<file path="src/rtl/clk_period_meter_pkg.sv">
// clk_period_meter_pkg: shared FSM encoding and system-clock defaults for the meter and dividers
package clk_period_meter_pkg;
  typedef enum logic {ST_IDLE = 1'b0, ST_MEASURE = 1'b1} state_t;
  localparam int CNT_W_DEF = 28;
  localparam int TIMEOUT_DEF = 100000000;
endpackage

</file>
<file path="src/rtl/clk_period_meter_sync_edge_det.sv">
// sync_edge_det: synchronizes async_in through SYNC_STAGES flops; level_out is the synced level, rise_out its one-cycle rising edge
module sync_edge_det #(
  parameter int SYNC_STAGES = 2
) (
  input  logic clk,
  input  logic reset,
  input  logic async_in,
  output logic level_out,
  output logic rise_out
);
  logic [SYNC_STAGES-1:0] r_sync;
  logic r_prev;
  always_ff @(posedge clk) begin
    if (reset) begin
      r_sync <= '0;
      r_prev <= 1'b0;
    end else begin
      r_sync <= {r_sync[SYNC_STAGES-2:0], async_in};
      r_prev <= r_sync[SYNC_STAGES-1];
    end
  end
  assign level_out = r_sync[SYNC_STAGES-1];
  assign rise_out = level_out & ~r_prev;
endmodule

</file>
<file path="src/rtl/clk_period_meter.sv">
// clk_period_meter: measures period/high-time of sig_in in clk cycles (period_out, high_out, valid pulse), flags timeout, busy while measuring
module clk_period_meter
  import clk_period_meter_pkg::*;
#(
  parameter int CNT_W = CNT_W_DEF,
  parameter int TIMEOUT = TIMEOUT_DEF,
  parameter int SYNC_STAGES = 2
) (
  input  logic             clk,
  input  logic             reset,
  input  logic             sig_in,
  output logic [CNT_W-1:0] period_out,
  output logic [CNT_W-1:0] high_out,
  output logic             valid,
  output logic             timeout,
  output logic             busy
);
  localparam logic [CNT_W-1:0] TO = CNT_W'(TIMEOUT);
  localparam logic [CNT_W-1:0] ONE = CNT_W'(1);
  state_t r_state, w_state_nxt;
  logic [CNT_W-1:0] r_pcnt, r_hcnt, r_period, r_high;
  logic [CNT_W-1:0] w_pcnt_nxt, w_hcnt_nxt, w_period_nxt, w_high_nxt;
  logic r_valid, r_timeout, w_valid_nxt, w_timeout_nxt, w_level, w_rise;
  sync_edge_det #(.SYNC_STAGES(SYNC_STAGES)) u_sync (
    .clk      (clk),
    .reset    (reset),
    .async_in (sig_in),
    .level_out(w_level),
    .rise_out (w_rise)
  );
  always_ff @(posedge clk) begin
    if (reset) begin
      r_state   <= ST_IDLE;
      r_pcnt    <= '0;
      r_hcnt    <= '0;
      r_period  <= '0;
      r_high    <= '0;
      r_valid   <= 1'b0;
      r_timeout <= 1'b0;
    end else begin
      r_state   <= w_state_nxt;
      r_pcnt    <= w_pcnt_nxt;
      r_hcnt    <= w_hcnt_nxt;
      r_period  <= w_period_nxt;
      r_high    <= w_high_nxt;
      r_valid   <= w_valid_nxt;
      r_timeout <= w_timeout_nxt;
    end
  end
  always_comb begin
    w_state_nxt   = r_state;
    w_pcnt_nxt    = r_pcnt;
    w_hcnt_nxt    = r_hcnt;
    w_period_nxt  = r_period;
    w_high_nxt    = r_high;
    w_valid_nxt   = 1'b0;
    w_timeout_nxt = r_timeout;
    if (r_state == ST_IDLE) begin
      if (w_rise) begin
        w_state_nxt = ST_MEASURE;
        w_pcnt_nxt  = ONE;
        w_hcnt_nxt  = ONE;
      end
    end else if (w_rise) begin
      w_period_nxt  = r_pcnt;
      w_high_nxt    = r_hcnt;
      w_valid_nxt   = 1'b1;
      w_timeout_nxt = 1'b0;
      w_pcnt_nxt    = ONE;
      w_hcnt_nxt    = ONE;
    end else if (r_pcnt == TO) begin
      w_state_nxt   = ST_IDLE;
      w_timeout_nxt = 1'b1;
      w_period_nxt  = '0;
      w_high_nxt    = '0;
    end else begin
      w_pcnt_nxt = r_pcnt + ONE;
      w_hcnt_nxt = r_hcnt + CNT_W'(w_level);
    end
  end
  assign period_out = r_period;
  assign high_out   = r_high;
  assign valid      = r_valid;
  assign timeout    = r_timeout;
  assign busy       = (r_state == ST_MEASURE);
endmodule

</file>
<file path="config.mk">
export PLATFORM = sky130hd
export DESIGN_NAME = clk_period_meter
export DESIGN_NICKNAME = d
export VERILOG_FILES = /design/src/rtl/clk_period_meter_pkg.sv /design/src/rtl/clk_period_meter_sync_edge_det.sv /design/src/rtl/clk_period_meter.sv
export SDC_FILE = /design/constraint.sdc
export NUM_CORES = 1
export LEC_CHECK = 0
export BUFFER_PORTS_ARGS = -buffer_cell sky130_fd_sc_hd__buf_2
export CAP_MARGIN = 20
export CORE_MARGIN = 5
export CORE_UTILIZATION = 61
export CTS_CLUSTER_DIAMETER = 30
export CTS_CLUSTER_SIZE = 8
export DETAILED_ROUTE_END_ITERATION = 16
export MAX_ROUTING_LAYER = met4
export PLACE_DENSITY = 0.84
export REMOVE_ABC_BUFFERS = 1
export SKIP_CTS_REPAIR_TIMING = 1
export SYNTH_ARGS = -nofsm -noshare
export SYNTH_HDL_FRONTEND = slang
export SYNTH_SLANG_ARGS = --single-unit
</file>
<file path="constraint.sdc">
create_clock -name clk -period 6.38 [get_ports clk]
set_clock_uncertainty 0.15 [all_clocks]
set_input_delay 1.276 -clock clk [delete_from_list [all_inputs] [get_ports clk]]
set_output_delay 1.276 -clock clk [all_outputs]
set_load 0.02 [all_outputs]
</file>
==> summary.md <==
The worst hold endpoint is u_sync.r_sync[1]. The floorplan step defined a die boundary enclosing 9504 um^2. Setup repair after global routing left no endpoint under its margin.

The footprint of the multi-input gates was 2141 um^2. Combinational cells account for 1.6% of the total power. The horizontal extent of the die came out at 97.49 um. Of the available clock period, the critical path in the final layout requires 54.85%. The run finished with clean final reports. The run gives 42.4% as the share of total power in sequential cells. Compared with the post-synthesis result, the final layout area differs by 20.55%.

Net count of the finished layout: 533. The analysis attributes to net switching a power of 358.2 uW. Total number of yosys warnings: 0. The pin count of the biggest net entering global routing came out at 40.

Measured against its own limit, the worst slew margin works out to 30.10%. Derived from the worst setup path, the maximum achievable clock frequency is 0.2857 GHz. Floorplan core area: 7607 um^2.

The routability congestion estimate from global placement was 0.8575. The detailed-router iteration count before antenna repair was 5. The logs give 17 for the number of buffers added by the clock tree synthesis step and 0 for the number of nets with antenna violations after routing. The final critical-path required period was 3.500 ns; the number of distinct library cells after synthesis was 43. The worst hold path class was flop to flop.

Dividing the synthesized area by the synthesized cell count gives 9.728 um^2. Among all flip-flop cells after synthesis, the most frequent one is dfxtp_1. Dividing the detail-routed wire length by the instance count gives 17.54 um.

The via count was 3954. The number of antenna violations at the first check in global routing was 0; the static leakage power was 2.177 nW. The master cell of the clock root buffer is clkbuf_8.

The part of the total power dissipated in the clock network is 56.0%. Post-route DRC violation count: 0. Areal power density over the cells: 311.9 nW/um^2. The critical setup path kind was flop to flop. For the final routed database, the setup TNS stands at 0 ns.

The slew at the pin closest to its max-slew limit was 1.047 ns. For flop-to-flop paths, the worst setup slack is 2.88 ns. The startpoint class of the critical path was a flop. The number of cells on the worst hold path is 1, and the final standard cell area without fillers is 5629 um^2. The commonest cells after synthesis are 118 x dfxtp_1, 56 x a22o_1, 39 x nor2_1, 30 x clkbuf_1, 25 x nand2_1. The number of DRC markers after the initial detailed-route iteration was 290. Fraction of registers with async set/reset: 0%.

For this design the top-level I/O count stands at 62. Maximum level of the CTS H-tree: 4. Half-perimeter wire length after detailed placement: 6830 um.

The internal power of the cells totals 1.398 mW. Setup violations remaining at the end of the flow were counted as 0. The cell area that synthesis handed to floorplanning was 4669 um^2.

Area share of the largest cell type after synthesis: 50.59%. Summing all flip-flop and latch instances after layout gives 2362 um^2. The tools report the sequential area share after synthesis as 50.59%. Yosys instantiated no cell more often than dfxtp_1.

The tools report the cell count after synthesis as 480. Clock-pin slew was measured on the worst setup and hold paths at 0.06 ns. The filler cell count came out at 525. After floorplanning, the core was divided into 32 placement rows. STA puts the critical path data required time at 6.65 ns. TritonCTS built the clock tree. The kind of end point of the critical path was a flop. The largest total area in the synthesized netlist belongs to dfxtp_1.

The sink count of the clock tree is 118, and the number of flops mapped to enable cells by yosys is 0. The worst register-to-register path ends at timeout. The start point of the worst min-delay path is u_sync.r_sync[0].

The first global-routing pass estimated 18660 um of wire. The total routing usage reported by global routing is 24.45%, and the number of input and output port buffers inserted is 61. Summing all placed instances gives a cell area of 5009 um^2.

The initial core utilization came out at 61.38%. The number of slew-limit violations in the final report is 0. Synthesis inferred 118 register bits. The share of final-layout standard cells stronger than drive strength 1 works out to 19.48%. Sorting the synthesized cells by area gives the leading types as dfxtp_1 51%, a22o_1 11%, nor2_1 3.1%. The logs give 11240 um for the final wirelength and 3880 for the via count of the first global-routing pass.

From bottom edge to top edge, the die measures 97.49 um. The length in cells of the worst reg-to-reg path was 7; the fraction of power spent switching nets was 20.40%. For the deepest clock path buffer count, the log shows 2. For the max-cap violation count, the log shows 0. The number of antenna diodes in the final layout is 0.

The overall overflow remaining after global route was 0; the final cell utilization of the core was 74.00%. Source-to-sink clock delay at the later pin of the worst-skew pair: 0.52 ns. The largest vdd supply drop is 176.4 uV, and the maximum net fanout on the critical path is 21. The number of vias per cell after detailed routing is 6.168.

At the worst endpoint, the arrival time is 3.77 ns. The worst register-to-register path begins at r_pcnt[0]. The run gives 0 as the number of failing hold endpoints at the final stage.
## placed cells by master (no fill, tap or decap), drive strengths merged, types with 11 or more instances in the layout
master | synthesis | layout
o21ai | 11 | 11
or4 | 14 | 14
nand4 | 14 | 14
xor2 | 16 | 16
nand2 | 25 | 25
a21oi | 24 | 24
xnor2 | 14 | 14
clkbuf | 30 | 19
nor3 | 11 | 11
o2111ai | 14 | 14
nor2 | 39 | 39
dfxtp | 118 | 118
a22o | 56 | 56
buf | 7 | 64
## routing by layer
metal  share of wire, %  wire length (um)  GRT usage, %  vias up
li1                   -                 -             -     1869
met1                 43              4821         29.00     1921
met2                 50              5569         39.85      144
met3                6.1               682         6.892       20
met4                1.5               168         8.626        0
met5                  0                 0             -        -
## logic make-up after synthesis
group                    Yosys count  share of synthesized area, %
AO/OA/AOI/OAI                    126                         20.39
XOR/XNOR                          30                         5.627
adder cells (fa/ha/maj)            4                         1.072
buffers and inverters             47                         3.966
flip-flops                       118                         50.59
multiplexers                       2                        0.4287
AND/OR/NAND/NOR                  153                         17.93
## state kept, by name (all words and copies together) (netlist names)
signal / flops
busy: 1
r_hcnt: 28
valid: 1
period_out: 28
u_sync.r_sync: 2
high_out: 28
r_pcnt: 28
timeout: 1
u_sync.r_prev: 1
## worst max-delay path: stages (launching register included)
cell and delay (ns):
dfxtp_1 0.35, inv_1 0.11, ha_1 0.18, nor4bb_1 0.28, nand4_1 0.83, nor2_1 1.02
a21oi_1 0.21, a211oi_1 0.29
## area by class of cell
cell class,count,share of cell area (%)
flip-flops and latches,118,41.96
multi-input cells,315,38.03
clock buffers,19,7.846
repair buffers,64,6.046
clock inverters,13,3.178
well taps,102,2.267
inverters,10,0.6668
## how the worst max path moves through the flow
stage,startpoint,end,slack (ns),cells after the start
2_1_floorplan,r_pcnt[0],high_out[0],2.40,7
6_report,r_pcnt[0],timeout,2.88,7
5_1_grt,r_pcnt[0],timeout,2.63,7
3_3_place_gp,r_pcnt[0],period_out[6],3.15,8
4_1_cts,r_pcnt[0],timeout,2.98,7
3_5_place_dp,r_pcnt[0],timeout,3.08,7
## metrics by stage
stage                     hold WS, ns  worst slack, ns  instances  total power [mW]
after floorplan                0.2638            2.402        443            0.7751
after global placement         0.2749            3.152        608            0.7860
after detailed placement       0.2803            3.080        609            0.7873
after CTS                      0.2995            2.984        641             1.761
after global routing           0.3139            2.628        641             1.801
final                          0.2908            2.880        641             1.756
## power by group through the flow
stage               sequential, mW  clock [mW]  combinational, mW
finish                       0.745       0.983             0.0280
floorplan                    0.759           0             0.0159
global route                 0.745        1.03             0.0303
detailed placement           0.760           0             0.0273
global placement             0.760           0             0.0261
CTS                          0.744       0.990             0.0274
No activity file was read; power rests on OpenSTA's default activity.
